## src/rtl/codec_volume_writer.sv

```systemverilog
// rtl/codec_volume_writer.sv - I2C writer for the codec headphone-out volume register
//
// Purpose:
//   Takes volume requests (volume2DAC qualified by the volchange strobe) and writes
//   them to the codec over I2C as a 3-byte write: {DEV_ADDR,W}, {REG_ADDR,BOTH_CH},
//   {ZERO_CROSS,volume}. Requests that arrive while a write is in flight are
//   coalesced; only the newest value is written once the bus is free again.
//
// Ports:
//   clk         in   system clock
//   reset       in   synchronous, active-high
//   volume2DAC  in   [6:0] requested codec volume code
//   volchange   in   one-cycle strobe, volume2DAC is valid
//   sdat_in     in   SDAT pin readback, sampled during ACK slots
//   i2c_sclk    out  SCL, push-pull, idle high
//   sdat_oe     out  1 = pull SDAT low, 0 = release
//   busy        out  high from START until STOP has completed
//   ack_error   out  sticky NACK flag, cleared by reset or a fully acknowledged write

module codec_volume_writer #(
  parameter int unsigned CLK_DIV    = 125,
  parameter logic [6:0]  DEV_ADDR   = 7'h1A,
  parameter logic [6:0]  REG_ADDR   = 7'h02,
  parameter logic        BOTH_CH    = 1'b1,
  parameter logic        ZERO_CROSS = 1'b0
) (
  input  logic       clk,
  input  logic       reset,
  input  logic [6:0] volume2DAC,
  input  logic       volchange,
  input  logic       sdat_in,
  output logic       i2c_sclk,
  output logic       sdat_oe,
  output logic       busy,
  output logic       ack_error
);

  localparam int unsigned DIV_W = (CLK_DIV > 1) ? $clog2(CLK_DIV) : 1;
  localparam logic [DIV_W-1:0] DIV_LAST = DIV_W'(CLK_DIV - 1);

  typedef enum logic [2:0] {
    S_IDLE,
    S_START,
    S_BIT,
    S_ACK,
    S_STOP
  } state_t;

  state_t           state_q;
  logic [DIV_W-1:0] div_q;
  logic [DIV_W-1:0] div_d;
  logic             tick;
  logic [1:0]       phase_q;
  logic [2:0]       bit_q;
  logic [1:0]       byte_q;
  logic [23:0]      shift_q;
  logic [6:0]       vol_q;
  logic             pending_q;
  logic             nack_q;
  logic             sclk_q;
  logic             oe_q;
  logic             busy_q;
  logic             ack_err_q;

  // Quarter-period divider. Held at zero while idle so the first slot of a frame
  // is a full CLK_DIV cycles long.
  assign tick = (state_q != S_IDLE) && (div_q == DIV_LAST);

  always_comb begin
    div_d = div_q + 1'b1;
    if ((state_q == S_IDLE) || tick) begin
      div_d = '0;
    end
  end

  // Every slot's line levels are set on the tick that ends the previous slot, so
  // phase_q names the slot currently on the wire.
  always_ff @(posedge clk) begin
    if (reset) begin
      state_q   <= S_IDLE;
      div_q     <= '0;
      phase_q   <= 2'd0;
      bit_q     <= 3'd0;
      byte_q    <= 2'd0;
      shift_q   <= 24'd0;
      vol_q     <= 7'd0;
      pending_q <= 1'b0;
      nack_q    <= 1'b0;
      sclk_q    <= 1'b1;
      oe_q      <= 1'b0;
      busy_q    <= 1'b0;
      ack_err_q <= 1'b0;
    end else begin
      div_q <= div_d;

      // Last request wins; pending only drops on a cycle spent in IDLE, which is
      // exactly when the latched value gets loaded into a frame.
      if (volchange) begin
        vol_q     <= volume2DAC;
        pending_q <= 1'b1;
      end else if (state_q == S_IDLE) begin
        pending_q <= 1'b0;
      end

      case (state_q)
        S_IDLE: begin
          if (pending_q) begin
            shift_q <= {DEV_ADDR, 1'b0, REG_ADDR, BOTH_CH, ZERO_CROSS, vol_q};
            busy_q  <= 1'b1;
            sclk_q  <= 1'b1;
            oe_q    <= 1'b1;   // START: SDA falls while SCL is high
            phase_q <= 2'd0;
            byte_q  <= 2'd0;
            bit_q   <= 3'd0;
            nack_q  <= 1'b0;
            state_q <= S_START;
          end
        end

        S_START: begin
          if (tick) begin
            if (phase_q == 2'd0) begin
              sclk_q  <= 1'b0;
              phase_q <= 2'd1;
            end else begin
              oe_q    <= ~shift_q[23];
              phase_q <= 2'd0;
              state_q <= S_BIT;
            end
          end
        end

        S_BIT: begin
          if (tick) begin
            case (phase_q)
              2'd0: begin
                sclk_q  <= 1'b1;
                phase_q <= 2'd1;
              end
              2'd1: begin
                phase_q <= 2'd2;
              end
              2'd2: begin
                sclk_q  <= 1'b0;
                phase_q <= 2'd3;
              end
              default: begin
                shift_q <= {shift_q[22:0], 1'b0};
                phase_q <= 2'd0;
                if (bit_q == 3'd7) begin
                  bit_q   <= 3'd0;
                  oe_q    <= 1'b0;   // release SDA for the slave's ACK
                  state_q <= S_ACK;
                end else begin
                  bit_q <= bit_q + 3'd1;
                  oe_q  <= ~shift_q[22];
                end
              end
            endcase
          end
        end

        S_ACK: begin
          if (tick) begin
            case (phase_q)
              2'd0: begin
                sclk_q  <= 1'b1;
                phase_q <= 2'd1;
              end
              2'd1: begin
                phase_q <= 2'd2;
              end
              2'd2: begin
                // Sampled while SCL is still high on the pin.
                nack_q  <= sdat_in;
                if (sdat_in) begin
                  ack_err_q <= 1'b1;
                end
                sclk_q  <= 1'b0;
                phase_q <= 2'd3;
              end
              default: begin
                phase_q <= 2'd0;
                if (nack_q || (byte_q == 2'd2)) begin
                  oe_q    <= 1'b1;   // SDA low with SCL low, ready for STOP
                  state_q <= S_STOP;
                  if (!nack_q) begin
                    ack_err_q <= 1'b0;
                  end
                end else begin
                  byte_q  <= byte_q + 2'd1;
                  oe_q    <= ~shift_q[23];
                  state_q <= S_BIT;
                end
              end
            endcase
          end
        end

        S_STOP: begin
          if (tick) begin
            case (phase_q)
              2'd0: begin
                sclk_q  <= 1'b1;
                phase_q <= 2'd1;
              end
              2'd1: begin
                oe_q    <= 1'b0;   // STOP: SDA rises while SCL is high
                phase_q <= 2'd2;
              end
              default: begin
                busy_q  <= 1'b0;
                phase_q <= 2'd0;
                state_q <= S_IDLE;
              end
            endcase
          end
        end

        default: begin
          state_q <= S_IDLE;
        end
      endcase
    end
  end

  assign i2c_sclk  = sclk_q;
  assign sdat_oe   = oe_q;
  assign busy      = busy_q;
  assign ack_error = ack_err_q;

endmodule

```

## config.mk

```make
export PLATFORM = sky130hd
export DESIGN_NAME = codec_volume_writer
export DESIGN_NICKNAME = d
export VERILOG_FILES = /design/src/rtl/codec_volume_writer.sv
export SDC_FILE = /design/constraint.sdc
export NUM_CORES = 1
export LEC_CHECK = 0
export ABC_CLOCK_PERIOD_IN_PS = 1800
export BUFFER_PORTS_ARGS = -buffer_cell sky130_fd_sc_hd__buf_2
export CORE_UTILIZATION = 54
export CTS_CLUSTER_SIZE = 8
export DETAILED_ROUTE_END_ITERATION = 10
export HOLD_SLACK_MARGIN = 0.12
export PLACE_DENSITY = 0.75
export SYNTH_ARGS = -nofsm -noshare
export SYNTH_HDL_FRONTEND = slang
export SYNTH_SLANG_ARGS = --single-unit
export TNS_END_PERCENT = 100
```

## constraint.sdc

```tcl
create_clock -name clk -period 1.8 [get_ports clk]
set_clock_uncertainty 0.1 [all_clocks]
set_input_delay 0.18 -clock clk [delete_from_list [all_inputs] [get_ports clk]]
set_output_delay 0.18 -clock clk [all_outputs]
set_load 0.005 [all_outputs]
```

# == Yosys cells after proc, flatten, opt, wreduce, memory -nomap -nowiden ==
# Index checks and enable logic that the tools add are counted.
# word_totals
output_inout_bits,4
wordCells,138
in_bits,11
regBits,54
# op_classes
muxes,65
reduce_logical,26
n_bitwise,3
n_eq_ne,28
add_sub_neg,3
# ops
op,count
$mux W24,3
$pmux W24 S2,1
$mux W3,15
$ne A2 B2 Y1 const B,16
$mux W1,27
$reduce_and A10 Y1,2
$pmux W3 S5,1
$mux W2,7
$reduce_and A4 Y1,3
$reduce_and A5 Y1,2
$reduce_bool A2 Y1,5
$pmux W1 S2,4
$pmux W2 S2,2
$pmux W2 S4,1
$reduce_and A8 Y1,1
$add A7 B1 Y7 const B,1
$eq A7 B7 Y1 const B,1
$eq A3 B2 Y1 const B,2
$eq A3 B3 Y1 const B,2
$pmux W2 S3,1
$pmux W3 S2,1
$reduce_and A6 Y1,1
$reduce_or A2 Y1,3
$pmux W1 S5,1
17 further kinds,22

# == Depth between registers and ports, before layout ==
# Gate-level depths: netlist of the first run.
# logic_depth
word_depth,6
depth_mapped,8
depth_no_buf,6

# == Worst setup path before layout of the first run ==
# OpenSTA, ideal clock, no wires.
# synth_path
path_type,register to register
startpoint,reg phase_q[0]
endpoint,reg state_q[0]
stages_incl_launch_ff,7
path_slack_ns,-0.098
required_time_ns,1.579
arrival_ns,1.677
n_path_buf,0
synth_period_minus_slack_ns,1.898
cell_sequence,dfxtp_1 > inv_1 > ha_1 > or2_2 > a31oi_1 > o221a_2 > mux2_2
# synth_via
elab_chain_len,4
elab_cells_between_ends,10
# synth_lines
element,line,text
from (decl),53,logic [1:0] phase_q;
from (signal assigned),82,phase_q <= 2'd0;
from (signal assigned),112,phase_q <= 2'd0;
from (signal assigned),124,phase_q <= 2'd1;
"$eq A2 B1 Y1, or another cell as far along","135, 165, 202",
$reduce_or A3 Y1 (no line) or $reduce_or A2 Y1 (tied branches),-,
$ne A2 B2 Y1 (no line),-,
$reduce_and A10 Y1 (no line) *,-,
to (signal assigned),153,state_q <= S_ACK;
to (signal assigned),214,state_q <= S_IDLE;
to (signal assigned),221,state_q <= S_IDLE;
to (decl),49,state_t state_q;
# Mark *: on every way between the ends. The rest lies on a longest branch, timed or not.
# A chain may end at the register's enable or synchronous reset.

# == Worst setup path after layout of the first run ==
# Same ends and word-level chain as after synthesis.

==> impl_metrics.json, run 1 <==
{
  "antennaDiodeCount": 0,
  "crit_chain": "inv_2 > ha_4 > and2_1 > o31ai_4 > o221a_2 > mux2_4",
  "clock_latency_ps": 310,
  "tightest_slew_ps": 450,
  "synthArstFlopShare": 0,
  "cts_tree": "done",
  "vias_per_cell": 5.86,
  "setup_viol": 0,
  "htreeDepth": 2,
  "dp_slack_ps": -38.0,
  "antenna_found_initial": 0,
  "dpl.hpwl_um": 4210,
  "r2r_end": "state_q[0]$_SDFFE_PP0P_",
  "p_leak_uw": 0.00126,
  "yosysTopAreaCellShare": 0.407,
  "period_needed_ps": 1790,
  "first_global_vias": 2237,
  "area_growth_pct": 26.2,
  "synth_top_area_cell": "dfxtp_1",
  "min_from": "reset",
  "ios": 15,
  "grt_pass1_wl_um": 10400,
  "ys_types": 48,
  "cp.arrival_ps": 1890,
  "overflow": 0,
  "dr.first_iter.drc_count": 215,
  "drt_wl_total_um": 6560,
  "grt_usage": 0.254,
  "switching_share": 0.288,
  "end_kind": "flip-flop",
  "combPwrFrac": 0.246,
  "slowest_delay_ps": 360,
  "reg2reg_slack_ps": 10,
  "whs_ps": 156,
  "syn_inst": 316,
  "rsz0062_at_grt": "true",
  "worst_path_max_delay_cell": "dfxtp_2",
  "cp_max_fo": 6,
  "gp_congestion": 0.848,
  "timing.final.crit_share": 0.992,
  "crit_path_start": "phase_q[0]$_SDFFE_PP0P_",
  "r2r-start": "phase_q[0]$_SDFFE_PP0P_",
  "io_buffers": 14,
  "drc": 0,
  "layout-drive-gt1-share": 0.271,
  "syn-num-nets": 336,
  "synth_edf_count": 0,
  "seq_power_share": 0.462,
  "switching_power_uw": 850,
  "slew_headroom": 0.697,
  "initial_core_util": 0.563,
  "clk_pin_slew_worst_paths_ps": 100,
  "design_area_um2": 3350,
  "clock-sinks": 54,
  "dieArea_um2": 5210,
  "synth_common_cells": "dfxtp_1, a21oi_1, o21ai_0",
  "p_int_uw": 2100,
  "rows": 25,
  "hold_viol_final": 0,
  "required_ps": 1910,
  "postPlaceCellArea_um2": 3000,
  "status": "finished clean",
  "die_y_um": 72.2,
  "holdPathEnd": "vol_q[4]$_SDFFE_PP0P_",
  "yosys_warnings": 0,
  "fillers": 356,
  "regArea_um2": 1090,
  "dpl.cell_count": 409,
  "multiInputGateArea_um2": 1540,
  "cts-root-buf": "clkbuf_8",
  "ys_seq_area_frac": 0.407,
  "maxSlewViolCount": 0,
  "core_um2": 4720,
  "fmax_mhz": 560,
  "synth-main-ff-cell": "dfxtp_1",
  "clock_path_buffers": 2,
  "ys_ff_latch": 54,
  "clock_power_share": 0.292,
  "final_cell_count_no_fill": 428,
  "power_density_nw_per_um2": 880,
  "critical_path_class": "flip-flop to flip-flop",
  "start_kind": "flip-flop",
  "irDropWorstVdd_uv": 645,
  "rr_worst_depth": 6,
  "post-synth-top-count-cell": "dfxtp_1",
  "holdPathStages": 2,
  "finish.utilization": 0.710,
  "first_pass_iters": 4,
  "synthTopCellsByArea": "dfxtp_1, a21oi_1, o21ai_0",
  "hold_path_class": "primary input to flip-flop",
  "ant_nets": 0,
  "cap_violations": 0,
  "die_width_um": 72.2,
  "final_net_count": 380,
  "via_count": 2506,
  "avgSynthCellArea_um2": 8.41,
  "worst_slack_ps": 14.0,
  "numCtsBuffers": 5,
  "wire_per_inst_um": 15.3,
  "netlist_area_um2": 2660,
  "grt_start_max_net_pins": 27
}
[worst max path at each step]
stage / slack [ps] / endpoint
4_1_cts: 7 / state_q[0]$_SDFFE_PP0P_
6_report: 10 / state_q[0]$_SDFFE_PP0P_
5_1_grt: -20 / state_q[0]$_SDFFE_PP0P_
2_1_floorplan: 10 / state_q[0]$_SDFFE_PP0P_
3_5_place_dp: -40 / shift_q[5]$_SDFFE_PP0P_
3_3_place_gp: -7 / state_q[0]$_SDFFE_PP0P_
[power groups by stage]
stage | clock (uW) | combinational, uW | sequential, uW
after global routing | 914 | 790 | 1370
after global placement | 0 | 610 | 1380
after detailed placement | 0 | 624 | 1380
after floorplan | 0 | 442 | 1350
final | 861 | 726 | 1360
after CTS | 874 | 661 | 1360
[stage by stage]
stage	total power (uW)	setup TNS, ps
floorplan	1790	0
global route	3080	-71.2
CTS	2890	0
detailed placement	2000	-179
finish	2950	0
global placement	1990	-7.12
[sequential cells by signal, indices dropped and copies added, names as in the netlist]
register	count
phase_q	2
sdat_oe	1
nack_q	1
ack_error	1
busy	1
bit_q	3
i2c_sclk	1
div_q	7
vol_q	7
state_q	3
byte_q	2
pending_q	1
shift_q	24
[repair_timing]
item,CTS,global route
hold buffers,8,0
hold endpoints to repair,9,0
endpoints found under the setup margin,19,43
resized for setup,7,31
pin swaps,1,11
setup buffers,0,3
[cells in the final DEF (no fill, tap or decap), types with 3 or more instances in the layout]
master and count:
inv_2 3, nor2_1 21, ha_1 5, buf_4 38, xor2_1 3, mux2i_1 11, and2_1 5, a311oi_1 7
nor3_1 13, o21ai_0 22, a21oi_2 4, clkbuf_8 6, nand2_1 22, a21oi_1 33, dfxtp_1 46, nor4_1 6
ha_4 3, inv_1 6, or3_1 3, dfxtp_2 7, buf_2 14, nand4_1 17, nand3_1 7, o21ai_1 4
dlygate4sd3_1 8
[per-layer routing]
metal,global-route usage,vias to the layer above,share of wire
li1,-,1236,-
met1,0.351,1198,0.46
met2,0.412,66,0.49
met3,0.0431,6,0.040
met4,0.0697,0,0.011
met5,0,-,0
[final cells by class]
class	instances	area share
multi-input cells	227	0.459
flip-flops and latches	54	0.326
repair buffers	63	0.144
well taps	67	0.0250
clock buffers	6	0.0246
clock inverters	2	0.0116
inverters	9	0.0101
[logic make-up after synthesis]
family	after synthesis	share of synthesized area
mux	12	0.0456
simple gates	112	0.229
compound gates	89	0.201
flops	54	0.407
buf+inv	35	0.0588
fa+ha+maj	9	0.0424
xor+xnor	5	0.0165
[critical path, delay by kind of cell, from the launching register on]
family | cells | cell delay [ps]
AOI/OAI and AO/OA | 2 | 510
DFF | 1 | 360
muxes | 1 | 300
and+or+nand+nor | 1 | 180
adders and majority gates | 1 | 170
buffers and inverters | 1 | 60
(Power assumes the default switching activity.)
==> run 2: changes to the inputs <==
ABC_CLOCK_PERIOD_IN_PS = 2000   (was 1800)
CORE_ASPECT_RATIO = 1.2   (was default)
CORE_UTILIZATION = 60   (was 54)
PLACE_DENSITY = 0.79   (was 0.75)
clock period = 2 ns   (was 1.8 ns; I/O delays follow)
==> run 2 against run 1 <==
Compared with the run above:
- critical path depth is the same
- first-iteration DRC count shrank 2.3%
- wire length down 7.5%
- hold slack gained 28 ps
- critical path type unchanged
- non-clock buffer count shrank 24
- sequential power decreased by 9.6%
- maximum frequency down 7.6%
- via count is 3.1% lower
==> impl_metrics.json, run 2 (same netlist as run 1, synthesis figures left out) <==
{
  "switching_share": 0.282,
  "cts_tree": "done",
  "clock_power_share": 0.298,
  "numCtsBuffers": 5,
  "largest_registers": "shift_q (24), div_q (7), vol_q (7)",
  "largest_reg_flops": 24,
  "htreeDepth": 2,
  "period_needed_ps": 1930,
  "p_int_uw": 1790,
  "cts_setup_buffers": 0,
  "cp_max_fo": 4,
  "drt_wl_total_um": 6070,
  "cp.arrival_ps": 2040,
  "r2r_end": "state_q[0]$_SDFFE_PP0P_",
  "gp_congestion": 0.929,
  "reg2reg_slack_ps": 70,
  "start_kind": "flip-flop",
  "required_ps": 2100,
  "seq_power_share": 0.492,
  "antennaDiodeCount": 0,
  "r2r-start": "phase_q[0]$_SDFFE_PP0P_",
  "initial_core_util": 0.624,
  "switching_power_uw": 704,
  "die_width_um": 62.8,
  "cp-endpoint": "state_q[0]$_SDFFE_PP0P_",
  "vias_per_cell": 6.19,
  "ant_nets": 0,
  "critical_path_class": "flip-flop to flip-flop",
  "via_count": 2428,
  "final_net_count": 356,
  "maxSlewViolCount": 0,
  "final.setup.tns_ps": 0,
  "rr_worst_depth": 6,
  "finish.utilization": 0.708,
  "wire_per_inst_um": 15.5,
  "worst_slack_ps": 66.6,
  "dieArea_um2": 4700,
  "clock_path_buffers": 2,
  "p_total_uw": 2500,
  "grt_usage": 0.274,
  "crit_path_start": "phase_q[0]$_SDFFE_PP0P_",
  "area_growth_pct": 13.4,
  "first_global_vias": 2274,
  "clock-sinks": 54,
  "core_um2": 4260,
  "irDropWorstVdd_uv": 466,
  "clock_latency_ps": 300,
  "die_y_um": 74.9,
  "drc": 0,
  "hold_viol_final": 0,
  "cts-root-buf": "clkbuf_8",
  "slew_headroom": 0.685,
  "setup_viol": 0,
  "dp_slack_ps": 72.9,
  "combPwrFrac": 0.210,
  "antenna_found_initial": 0,
  "cap_violations": 0,
  "p_leak_uw": 0.00112,
  "layout_common_cells": "dfxtp_1, a21oi_1, o21ai_0",
  "final_common_cell": "dfxtp_1",
  "fmax_mhz": 517,
  "io_buffers": 14,
  "dpl.hpwl_um": 3950,
  "layout-drive-gt1-share": 0.158,
  "postPlaceCellArea_um2": 2800,
  "tightest_slew_ps": 470,
  "clk_pin_slew_worst_paths_ps": 100,
  "end_kind": "flip-flop",
  "grt_pass1_wl_um": 10100,
  "dr.first_iter.drc_count": 210,
  "power_density_nw_per_um2": 828,
  "rows": 26,
  "hold_path_class": "primary input to flip-flop",
  "first_pass_iters": 5,
  "ios": 15,
  "timing.final.crit_share": 0.967,
  "overflow": 0,
  "design_area_um2": 3020,
  "status": "finished clean",
  "grt_start_max_net_pins": 39,
  "regMostFlops": "shift_q"
}
[run 2: changes by cell type in the layout (fill, tap and decap cells not counted), moves of 4 or more]
cell	previous run	this run
a21oi_1	33	37
a21oi_2	4	0
buf_4	38	16
dfxtp_1	46	50
ha_1	5	9
o21ai_0	22	26
o21ai_1	4	0
[run 2: layer usage]
metal / GRT usage / share of wire
met1: 0.319 / 0.43
met2: 0.493 / 0.51
met3: 0.0500 / 0.041
met4: 0.132 / 0.018
met5: 0 / 0
[run 2: per-stage QoR]
step	std cells	hold slack, ps
after global placement	376	335
after detailed placement	376	342
after CTS	392	173
after floorplan	316	247
after global routing	392	236
final	392	184
[run 2: cell type report]
class,instances,area (um^2)
sequential,54,1090
fill,351,1250
tap,56,70.1
multi-input combinational,227,1430
timing repair buffer,39,280
inverter,9,33.8
clock inverter,1,30.0
clock buffer,6,82.6
[run 2: repair_timing]
| item | CTS | global route |
|---|---|---|
| gates resized for setup | 0 | 7 |
| hold buffers | 9 | 0 |
| endpoints found under the hold margin | 10 | 0 |
| setup endpoints to repair | 0 | 23 |
[run 2: worst min-delay path by stage]
stage	startpoint	to	depth (start not counted)
CTS	volchange	pending_q$_SDFFE_PP0P_	3
detailed placement	volume2DAC[1]	vol_q[1]$_SDFFE_PP0P_	3
finish	volchange	pending_q$_SDFFE_PP0P_	3
global placement	volume2DAC[0]	vol_q[0]$_SDFFE_PP0P_	3
global route	volchange	vol_q[4]$_SDFFE_PP0P_	3
floorplan	volume2DAC[0]	vol_q[0]$_SDFFE_PP0P_	2
[run 2: worst max-delay path, stage by stage, from the launching register on]
cell and delay [ps]:
dfxtp_2 360, inv_1 60, ha_1 230, and2_1 170
o31ai_2 320, o221a_2 260, mux2_2 330
[run 2: power by group through the flow]
stage | Sequential, uW | Clock, uW | Combinational, uW
6_report | 1230 | 744 | 525
5_1_grt | 1240 | 799 | 577
4_1_cts | 1230 | 763 | 495
3_5_place_dp | 1250 | 0 | 480
3_3_place_gp | 1250 | 0 | 477
2_1_floorplan | 1210 | 0 | 398
==> run 3: changes to the inputs <==
ABC_CLOCK_PERIOD_IN_PS = 2200   (was 2000)
CAP_MARGIN = 20   (was default)
clock period = 2.2 ns   (was 2 ns; I/O delays follow)
==> run 3 against run 2 <==
Compared with the run above:
- hold slack got worse by 36 ps
- critical path type unchanged
- via count fell by 0.66%
- wire length fell by 2.9%
- first-iteration DRC count rose by 63%
- total power fell by 18%
- critical endpoint unchanged
- largest cell class unchanged
- non-clock buffer count fell by 5
- setup slack improved by 110 ps
==> impl_metrics.json, run 3 (same netlist as run 1, synthesis figures left out) <==
{
  "status": "finished clean",
  "regArea_um2": 1080,
  "maxSlewViolCount": 0,
  "fillers": 346,
  "clock_path_buffers": 2,
  "grt_pass1_wl_um": 9850,
  "period_needed_ps": 2030,
  "r2r-start": "phase_q[0]$_SDFFE_PP0P_",
  "rsz0062_at_grt": "false",
  "wl_met2_um": 2940,
  "cts_setup_buffers": 0,
  "setup_viol": 0,
  "hold_viol_final": 0,
  "min_from": "reset",
  "vias_per_cell": 6.23,
  "ant_nets": 0,
  "area_growth_pct": 10.0,
  "via_count": 2412,
  "core_um2": 4260,
  "io_buffers": 14,
  "cp_max_fo": 7,
  "critical_path_class": "flip-flop to flip-flop",
  "cts-root-buf": "clkbuf_8",
  "numCtsBuffers": 5,
  "clk_pin_slew_worst_paths_ps": 90,
  "crit_chain": "inv_1 > ha_1 > or2_2 > a31oi_1 > o221a_2 > mux2_2",
  "irDropWorstVdd_uv": 433,
  "required_ps": 2310,
  "power_density_nw_per_um2": 704,
  "clock_power_share": 0.256,
  "multiInputGateArea_um2": 1420,
  "holdPathEnd": "vol_q[5]$_SDFFE_PP0P_",
  "layout_common_cells": "dfxtp_1, a21oi_1, o21ai_0",
  "final_cell_count_no_fill": 387,
  "switching_power_uw": 616,
  "r2r_end": "state_q[0]$_SDFFE_PP0P_",
  "path_delay_family": "compound AO/OA/AOI/OAI gates",
  "fmax_mhz": 493,
  "dr.first_iter.drc_count": 343,
  "die_y_um": 74.9,
  "final_common_cell": "dfxtp_1",
  "hold_path_class": "primary input to flip-flop",
  "grt_start_max_net_pins": 38,
  "worst-path-buf-inv": 1,
  "met1Wirelength_um": 2490,
  "antennaDiodeCount": 0,
  "die_width_um": 62.8,
  "initial_core_util": 0.624,
  "htreeDepth": 2,
  "highest_layer": "met4",
  "worst_path_max_delay_cell": "dfxtp_1",
  "seq_power_share": 0.547,
  "largest_reg_flops": 24,
  "drc": 0,
  "cap_violations": 0,
  "slowest_delay_ps": 380,
  "wl_met3_um": 307,
  "finish.utilization": 0.686,
  "end_kind": "flip-flop",
  "cp.arrival_ps": 2130,
  "wire_per_inst_um": 15.2,
  "reg2reg_slack_ps": 170,
  "first_pass_iters": 5,
  "rr_worst_depth": 6,
  "clock_latency_ps": 310,
  "regMostFlops": "shift_q",
  "ios": 15,
  "antenna_found_initial": 0,
  "timing.final.crit_share": 0.922,
  "layout-drive-gt1-share": 0.127,
  "largest_registers": "shift_q (24), div_q (7), vol_q (7)",
  "final.setup.tns_ps": 0,
  "p_leak_uw": 0.00108,
  "grt_usage": 0.266,
  "dpl.cell_count": 372,
  "final_net_count": 351,
  "start_kind": "flip-flop",
  "clock-sinks": 54,
  "overflow": 0,
  "drt_wl_total_um": 5890,
  "first_global_vias": 2179,
  "switching_share": 0.299,
  "slew_headroom": 0.543,
  "cts_tree": "done",
  "dpl.hpwl_um": 3910,
  "dieArea_um2": 4700,
  "combPwrFrac": 0.198,
  "holdPathStages": 2,
  "rows": 26,
  "tightest_slew_ps": 685,
  "cts_resized": 0,
  "p_int_uw": 1440,
  "gp_congestion": 0.897
}
==> run 3: layout make-up <==
type                            instances  share of cell area
Multi-Input combinational cell        227               0.486
Sequential cell                        54               0.370
Timing Repair Buffer                   34              0.0821
Tap cell                               56              0.0240
Clock buffer                            5              0.0235
Inverter                                9              0.0115
Clock inverter                          2             0.00342
==> run 3: through the flow <==
stage          total power, uW  setup slack (ps)  hold WS (ps)  cell area [um^2]
3_3_place_gp              1530               243           341              2770
6_report                  2060               172           149              2930
2_1_floorplan             1460               302           267              2660
5_1_grt                   2160              58.7           160              2930
4_1_cts                   2060               176           136              2930
3_5_place_dp              1540               185           353              2770
==> run 3: repair_timing <==
action	in CTS	in global routing
endpoints found under the setup margin	0	0
hold endpoints to repair	9	0
hold buffers	8	0
==> run 3: how the worst max path moves through the flow <==
stage          slack [ps]  cells after the start               startpoint                       to
2_1_floorplan         300                      6  phase_q[0]$_SDFFE_PP0P_  state_q[0]$_SDFFE_PP0P_
3_3_place_gp          240                      6  phase_q[0]$_SDFFE_PP0P_  state_q[0]$_SDFFE_PP0P_
3_5_place_dp          190                      6  phase_q[0]$_SDFFE_PP0P_  state_q[0]$_SDFFE_PP0P_
4_1_cts               180                      6  phase_q[0]$_SDFFE_PP0P_  state_q[0]$_SDFFE_PP0P_
5_1_grt                60                      5  state_q[0]$_SDFFE_PP0P_  shift_q[6]$_SDFFE_PP0P_
6_report              170                      6  phase_q[0]$_SDFFE_PP0P_  state_q[0]$_SDFFE_PP0P_
==> run 3: power by group through the flow <==
stage	registers, uW	logic [uW]	clock network (uW)
after floorplan	1100	362	0
after global placement	1140	385	0
after detailed placement	1140	391	0
after CTS	1120	403	538
after global routing	1140	448	578
final	1130	407	527
==> run 3: routing by layer <==
metal / track usage / vias to the layer above
met5: 0 / -
met4: 0.129 / 0
met3: 0.0394 / 14
met2: 0.473 / 94
met1: 0.318 / 1126
li1: - / 1178
